==> config.mk <==
export PLATFORM = sky130hd
export DESIGN_NAME = default_slave
export DESIGN_NICKNAME = d
export VERILOG_FILES = /design/src/rtl/axi_pkg.sv /design/src/rtl/default_slave.sv
export SDC_FILE = /design/constraint.sdc
export NUM_CORES = 1
export LEC_CHECK = 0
export CORE_UTILIZATION = 25
export CTS_CLUSTER_SIZE = 20
export DETAILED_ROUTE_END_ITERATION = 8
export GPL_TIMING_DRIVEN = 0
export PLACE_DENSITY = 0.87
export SYNTH_ARGS = -nofsm -noshare
export SYNTH_HDL_FRONTEND = slang
export SYNTH_SLANG_ARGS = --single-unit
==> constraint.sdc <==
create_clock -name ACLK -period 2.1 [get_ports ACLK]
set_input_delay 0.42 -clock ACLK [delete_from_list [all_inputs] [get_ports ACLK]]
set_output_delay 0.42 -clock ACLK [all_outputs]
set_load 0.02 [all_outputs]
==> src/rtl/axi_pkg.sv <==
// Shared AXI widths, response codes and channel FSM state types.
package axi_pkg;

    localparam int unsigned AXI_IDS_BITS  = 8;
    localparam int unsigned AXI_ADDR_BITS = 32;
    localparam int unsigned AXI_LEN_BITS  = 4;
    localparam int unsigned AXI_SIZE_BITS = 3;
    localparam int unsigned AXI_DATA_BITS = 32;
    localparam int unsigned AXI_STRB_BITS = 4;

    localparam logic [1:0] RESP_OKAY   = 2'b00;
    localparam logic [1:0] RESP_SLVERR = 2'b10;
    localparam logic [1:0] RESP_DECERR = 2'b11;

    typedef enum logic [0:0] {
        RIdle,
        RData
    } rd_state_t;

    typedef enum logic [1:0] {
        WIdle,
        WData,
        WResp
    } wr_state_t;

endpackage

==> src/rtl/default_slave.sv <==
// AXI default slave: terminates unmapped accesses with DECERR, honouring full burst lengths.
module default_slave
    import axi_pkg::*;
(
    input  logic                     ACLK,
    input  logic                     ARESETn,

    input  logic [AXI_IDS_BITS-1:0]  ARID_S,
    input  logic [AXI_ADDR_BITS-1:0] ARADDR_S,
    input  logic [AXI_LEN_BITS-1:0]  ARLEN_S,
    input  logic [AXI_SIZE_BITS-1:0] ARSIZE_S,
    input  logic [1:0]               ARBURST_S,
    input  logic                     ARVALID_S,
    output logic                     ARREADY_S,

    output logic [AXI_IDS_BITS-1:0]  RID_S,
    output logic [AXI_DATA_BITS-1:0] RDATA_S,
    output logic [1:0]               RRESP_S,
    output logic                     RLAST_S,
    output logic                     RVALID_S,
    input  logic                     RREADY_S,

    input  logic [AXI_IDS_BITS-1:0]  AWID_S,
    input  logic [AXI_ADDR_BITS-1:0] AWADDR_S,
    input  logic [AXI_LEN_BITS-1:0]  AWLEN_S,
    input  logic [AXI_SIZE_BITS-1:0] AWSIZE_S,
    input  logic [1:0]               AWBURST_S,
    input  logic                     AWVALID_S,
    output logic                     AWREADY_S,

    input  logic [AXI_DATA_BITS-1:0] WDATA_S,
    input  logic [AXI_STRB_BITS-1:0] WSTRB_S,
    input  logic                     WLAST_S,
    input  logic                     WVALID_S,
    output logic                     WREADY_S,

    output logic [AXI_IDS_BITS-1:0]  BID_S,
    output logic [1:0]               BRESP_S,
    output logic                     BVALID_S,
    input  logic                     BREADY_S
);

    rd_state_t               r_state_q, r_state_d;
    logic [AXI_IDS_BITS-1:0] rid_q, rid_d;
    logic [AXI_LEN_BITS-1:0] rcnt_q, rcnt_d;
    logic                    ar_ready_q, ar_ready_d;

    wr_state_t               w_state_q, w_state_d;
    logic [AXI_IDS_BITS-1:0] bid_q, bid_d;
    logic                    aw_ready_q, aw_ready_d;

    // Address, size, burst type and write payload carry no meaning for a sink.
    logic unused_inputs;
    assign unused_inputs = ^{ARADDR_S, ARSIZE_S, ARBURST_S, AWADDR_S, AWLEN_S,
                             AWSIZE_S, AWBURST_S, WDATA_S, WSTRB_S};

    // Read FSM next state: latch ID/length on AR, count beats down to the last.
    always_comb begin
        r_state_d = r_state_q;
        rid_d     = rid_q;
        rcnt_d    = rcnt_q;
        unique case (r_state_q)
            RIdle: begin
                if (ARVALID_S && ar_ready_q) begin
                    rid_d     = ARID_S;
                    rcnt_d    = ARLEN_S;
                    r_state_d = RData;
                end
            end
            RData: begin
                if (RREADY_S) begin
                    if (rcnt_q == '0) begin
                        r_state_d = RIdle;
                    end else begin
                        rcnt_d = rcnt_q - AXI_LEN_BITS'(1);
                    end
                end
            end
            default: r_state_d = RIdle;
        endcase
        // Registered ready so it stays low through reset and rises one edge after release.
        ar_ready_d = (r_state_d == RIdle);
    end

    // Read FSM state and context registers.
    always_ff @(posedge ACLK or negedge ARESETn) begin
        if (!ARESETn) begin
            r_state_q  <= RIdle;
            rid_q      <= '0;
            rcnt_q     <= '0;
            ar_ready_q <= 1'b0;
        end else begin
            r_state_q  <= r_state_d;
            rid_q      <= rid_d;
            rcnt_q     <= rcnt_d;
            ar_ready_q <= ar_ready_d;
        end
    end

    // Write FSM next state: take AW, drain W until WLAST, then hold B until accepted.
    always_comb begin
        w_state_d = w_state_q;
        bid_d     = bid_q;
        unique case (w_state_q)
            WIdle: begin
                if (AWVALID_S && aw_ready_q) begin
                    bid_d     = AWID_S;
                    w_state_d = WData;
                end
            end
            WData: begin
                // AWLEN is deliberately not tracked; WLAST alone ends the burst.
                if (WVALID_S && WLAST_S) begin
                    w_state_d = WResp;
                end
            end
            WResp: begin
                if (BREADY_S) begin
                    w_state_d = WIdle;
                end
            end
            default: w_state_d = WIdle;
        endcase
        aw_ready_d = (w_state_d == WIdle);
    end

    // Write FSM state and context registers.
    always_ff @(posedge ACLK or negedge ARESETn) begin
        if (!ARESETn) begin
            w_state_q  <= WIdle;
            bid_q      <= '0;
            aw_ready_q <= 1'b0;
        end else begin
            w_state_q  <= w_state_d;
            bid_q      <= bid_d;
            aw_ready_q <= aw_ready_d;
        end
    end

    // Outputs decoded purely from registers; IDs and responses read as zero when idle.
    always_comb begin
        ARREADY_S = ar_ready_q;
        RVALID_S  = (r_state_q == RData);
        RDATA_S   = '0;
        RID_S     = RVALID_S ? rid_q : '0;
        RRESP_S   = RVALID_S ? RESP_DECERR : RESP_OKAY;
        RLAST_S   = RVALID_S && (rcnt_q == '0);

        AWREADY_S = aw_ready_q;
        WREADY_S  = (w_state_q == WData);
        BVALID_S  = (w_state_q == WResp);
        BID_S     = BVALID_S ? bid_q : '0;
        BRESP_S   = BVALID_S ? RESP_DECERR : RESP_OKAY;
    end

endmodule
==> summary.md <==
| Metric | Value |
|---|---|
| Worst hold path class | `register to register` |
| Clock tree from TritonCTS | `built` |
| Cell accounting for the most synthesized area | `dfrtp_1` |
| Status | `finished clean` |
| Num CTS Buffers | `3` |
| Clock skew | `0.004512 ns` |
| Util after Layout | `0.4054` |
| Reg power frac | `0.340` |
| Cells after DPL | `slightly below 300` |
| # hold bufs at CTS | `0` |
| H-Tree Depth | `1` |
| F_max | `502.6 MHz` |
| Crit Path Class | `register to output port` |
| CP Data Required Time | `1.68 ns` |
| VDD IR-drop max | `564.2 µV` |
| CP arrival | `1.57 ns` |
| Clk sinks | `25` |
| Post-synth top area share | `0.4234` |
| Via/cell ratio | `3.941` |
| Ys Warns | `0` |
| Routed wire length | `approximately 3200 µm` |
| First-pass GRT wire length | `5264 µm` |
| Clock period minus worst slack | `1.990 ns` |
| Clock root cell | `clkbuf_8` |
| Pre-antenna DRT Iters | `4` |
| Worst hold path depth | `1` |
| Reg2reg path depth | `4` |
| Die height | `78.88 µm` |
| Cell Pwr Density | `between 1000 and 1500 mW/mm²` |
| Critical path capture point type | `output port` |
| Ant diodes | `0` |
| Antenna Nets Post-Route | `0` |
| Max Cap Violations | `0` |
| Final #Nets | `roughly 380` |
| DRT iter0 DRCs | `13` |
| Vias in the first global route | `1195` |
| Seq/Total Area, Yosys | `0.4234` |
| Layout area overhead | `53.85%` |
| Clock Power Share | `0.112` |
| Placed cell areas | `~0.0022 mm²` |
| DRC | `0` |
| Relative slew slack | `0.2285` |
| Ports | `200` |
| CP max FO | `4` |
| Final setup vio count | `0` |
| Chip width | `between 70 and 80 µm` |
| Most frequent cells in the layout | `buf_4 (39), clkdlybuf4s50_1 (36), conb_1 (32), dfrtp_1 (25)` |
| Share of cells above drive strength 1 | `0.2857` |
| Unrepaired setup endpoints after global routing | `false` |
| Cells after Synth | `141` |
| Clock transition at path regs | `0.09 ns` |
| Net Sw Frac | `0.3764` |
| Tot Pwr | `2508 µW` |
| Initial antenna violation count | `0` |
| Comb power frac | `0.548` |
| WL per Instance | `10.63 µm` |
| Startpoint Class | `register` |
| Clk Latency, worst-skew pair | `0.26 ns` |
| Unique masters post-synth | `30` |
| FF+latch count, synth | `25` |
| Min Hold Slack | `0.5018 ns` |
| Total leakage power | `0.001181 µW` |
| Total track usage | `0.1061` |
| Main area contributors after synthesis | `dfrtp_1 (42%), buf_4 (18%), mux2_2 (12%)` |
| Netlist Area Pre-Place | `0.001478 mm²` |
| Worst slew pin tran | `between 1 and 1.5 ns` |
| GRT overflow | `0` |
| # fillers | `575` |
| Num rows | `27` |
| Non-filler cells, final | `approximately 300` |
| PortBufs | `53` |
| Final Cell Area | `0.002273 mm²` |
| Period Utilization, post-route | `0.9475` |
| Commonest non-fill, non-tap cell in the layout | `buf_4` |
| Initial Util | `0.2635` |
| Final Max Tran Viols | `0` |
| Via count | `roughly 1200` |
| Final hold violations | `0` |
| Area of the core | `0.005608 mm²` |
| CTS Buffer Depth | `2` |
| Largest net degree at the start of global routing | `26` |
| P_int | `about 1600 µW` |
| Routability cong. | `around 0.75` |
| Die ar. | `0.006222 mm²` |
| NetSw | `943.8 µW` |
| Syn Area/Cell | `10.48 µm²` |
| DP HPWL | `~2500 µm` |
==> final timing paths <==
kind	from	to	slack, ns
min reg2reg	bid_q[4]	bid_q[4]	0.50
max in group asynchronous	ARESETn	rcnt_q[3]	0.64
max	rcnt_q[1]	RLAST_S	0.11
min	bid_q[4]	bid_q[4]	0.50
max reg2reg	rcnt_q[0]	rcnt_q[3]	0.51
min in group asynchronous	ARESETn	bid_q[0]	0.77
==> critical path, cell delays in order, from the launching register on <==
cell and delay (ns):
dfrtp_1 0.41, inv_1 0.09, ha_1 0.15, or3b_4 0.40
nor2_1 0.11, buf_4 0.15
==> stage by stage <==
step / setup TNS (ns) / setup slack (ns)
5_1_grt: 0 / 0.001485
2_1_floorplan: 0 / 0.2857
6_report: 0 / 0.1102
3_3_place_gp: -0.2923 / -0.1985
3_5_place_dp: -0.4667 / -0.2174
4_1_cts: 0 / 0.004430
==> cells by family (layout without fill, tap and decap cells) <==
family	Yosys count	count (layout)	synth area share
adders and majority gates	2	2	0.01693
muxes	16	16	0.1219
AOI/OAI and AO/OA	13	13	0.06689
other	1	32	0.002538
DFF	25	25	0.4234
buffers and inverters	44	103	0.2041
and+or+nand+nor	40	40	0.1643
==> cells in the mapped netlist, drive strengths merged <==
library cell / number
buf: 37
dfrtp: 25
and2: 16
mux2: 16
nand2: 7
inv: 4
a211oi: 3
a31oi: 3
clkbuf: 3
a21o: 2
and3: 2
ha: 2
nand3: 2
nor2: 2
nor2b: 2
or3: 2
a211o: 1
a21oi: 1
a311oi: 1
a32o: 1
and3b: 1
and4b: 1
conb: 1
nand4: 1
nor3: 1
nor3b: 1
o32ai: 1
or3b: 1
or4b: 1
==> power by group through the flow <==
stage               Combinational [µW]  Sequential (µW)  Clock (µW)
floorplan                          841              866           0
global placement                  1340              859           0
detailed placement                1380              874           0
CTS                               1380              858         302
global route                      1490              888         316
finish                            1370              853         281
==> layer usage <==
layer | part of all wire | up-vias | global-route usage
met3 | 0.086 | 2 | 0.03103
met5 | 0 | - | 0
met4 | 0.0025 | 0 | 0.02182
li1 | - | 592 | -
met2 | 0.52 | 52 | 0.1930
met1 | 0.39 | 548 | 0.1228
==> state kept, by name (all words and copies together) (netlist names) <==
name,cells
rid_q,8
AWREADY_S,1
bid_q,8
ARREADY_S,1
w_state_q,2
rcnt_q,4
RVALID_S,1
==> cell type report <==
| type | count | area (µm²) | share of cell area |
|---|---|---|---|
| multi-input combinational | 103 | 669.4 | 0.2944 |
| sequential | 25 | 625.6 | 0.2752 |
| timing repair buffer | 55 | 530.5 | 0.2334 |
| buffer | 40 | 297.8 | 0.1310 |
| tap | 72 | 90.09 | 0.03963 |
| clock buffer | 4 | 45.04 | 0.01981 |
| inverter | 4 | 15.01 | 0.006604 |
==> repair_timing <==
item,4_1_cts,5_1_grt
endpoints found under the setup margin,20,3
buffers inserted,1,1
pin swaps,0,0
gates resized for setup,27,2
No activity file was read; power rests on OpenSTA's default activity.
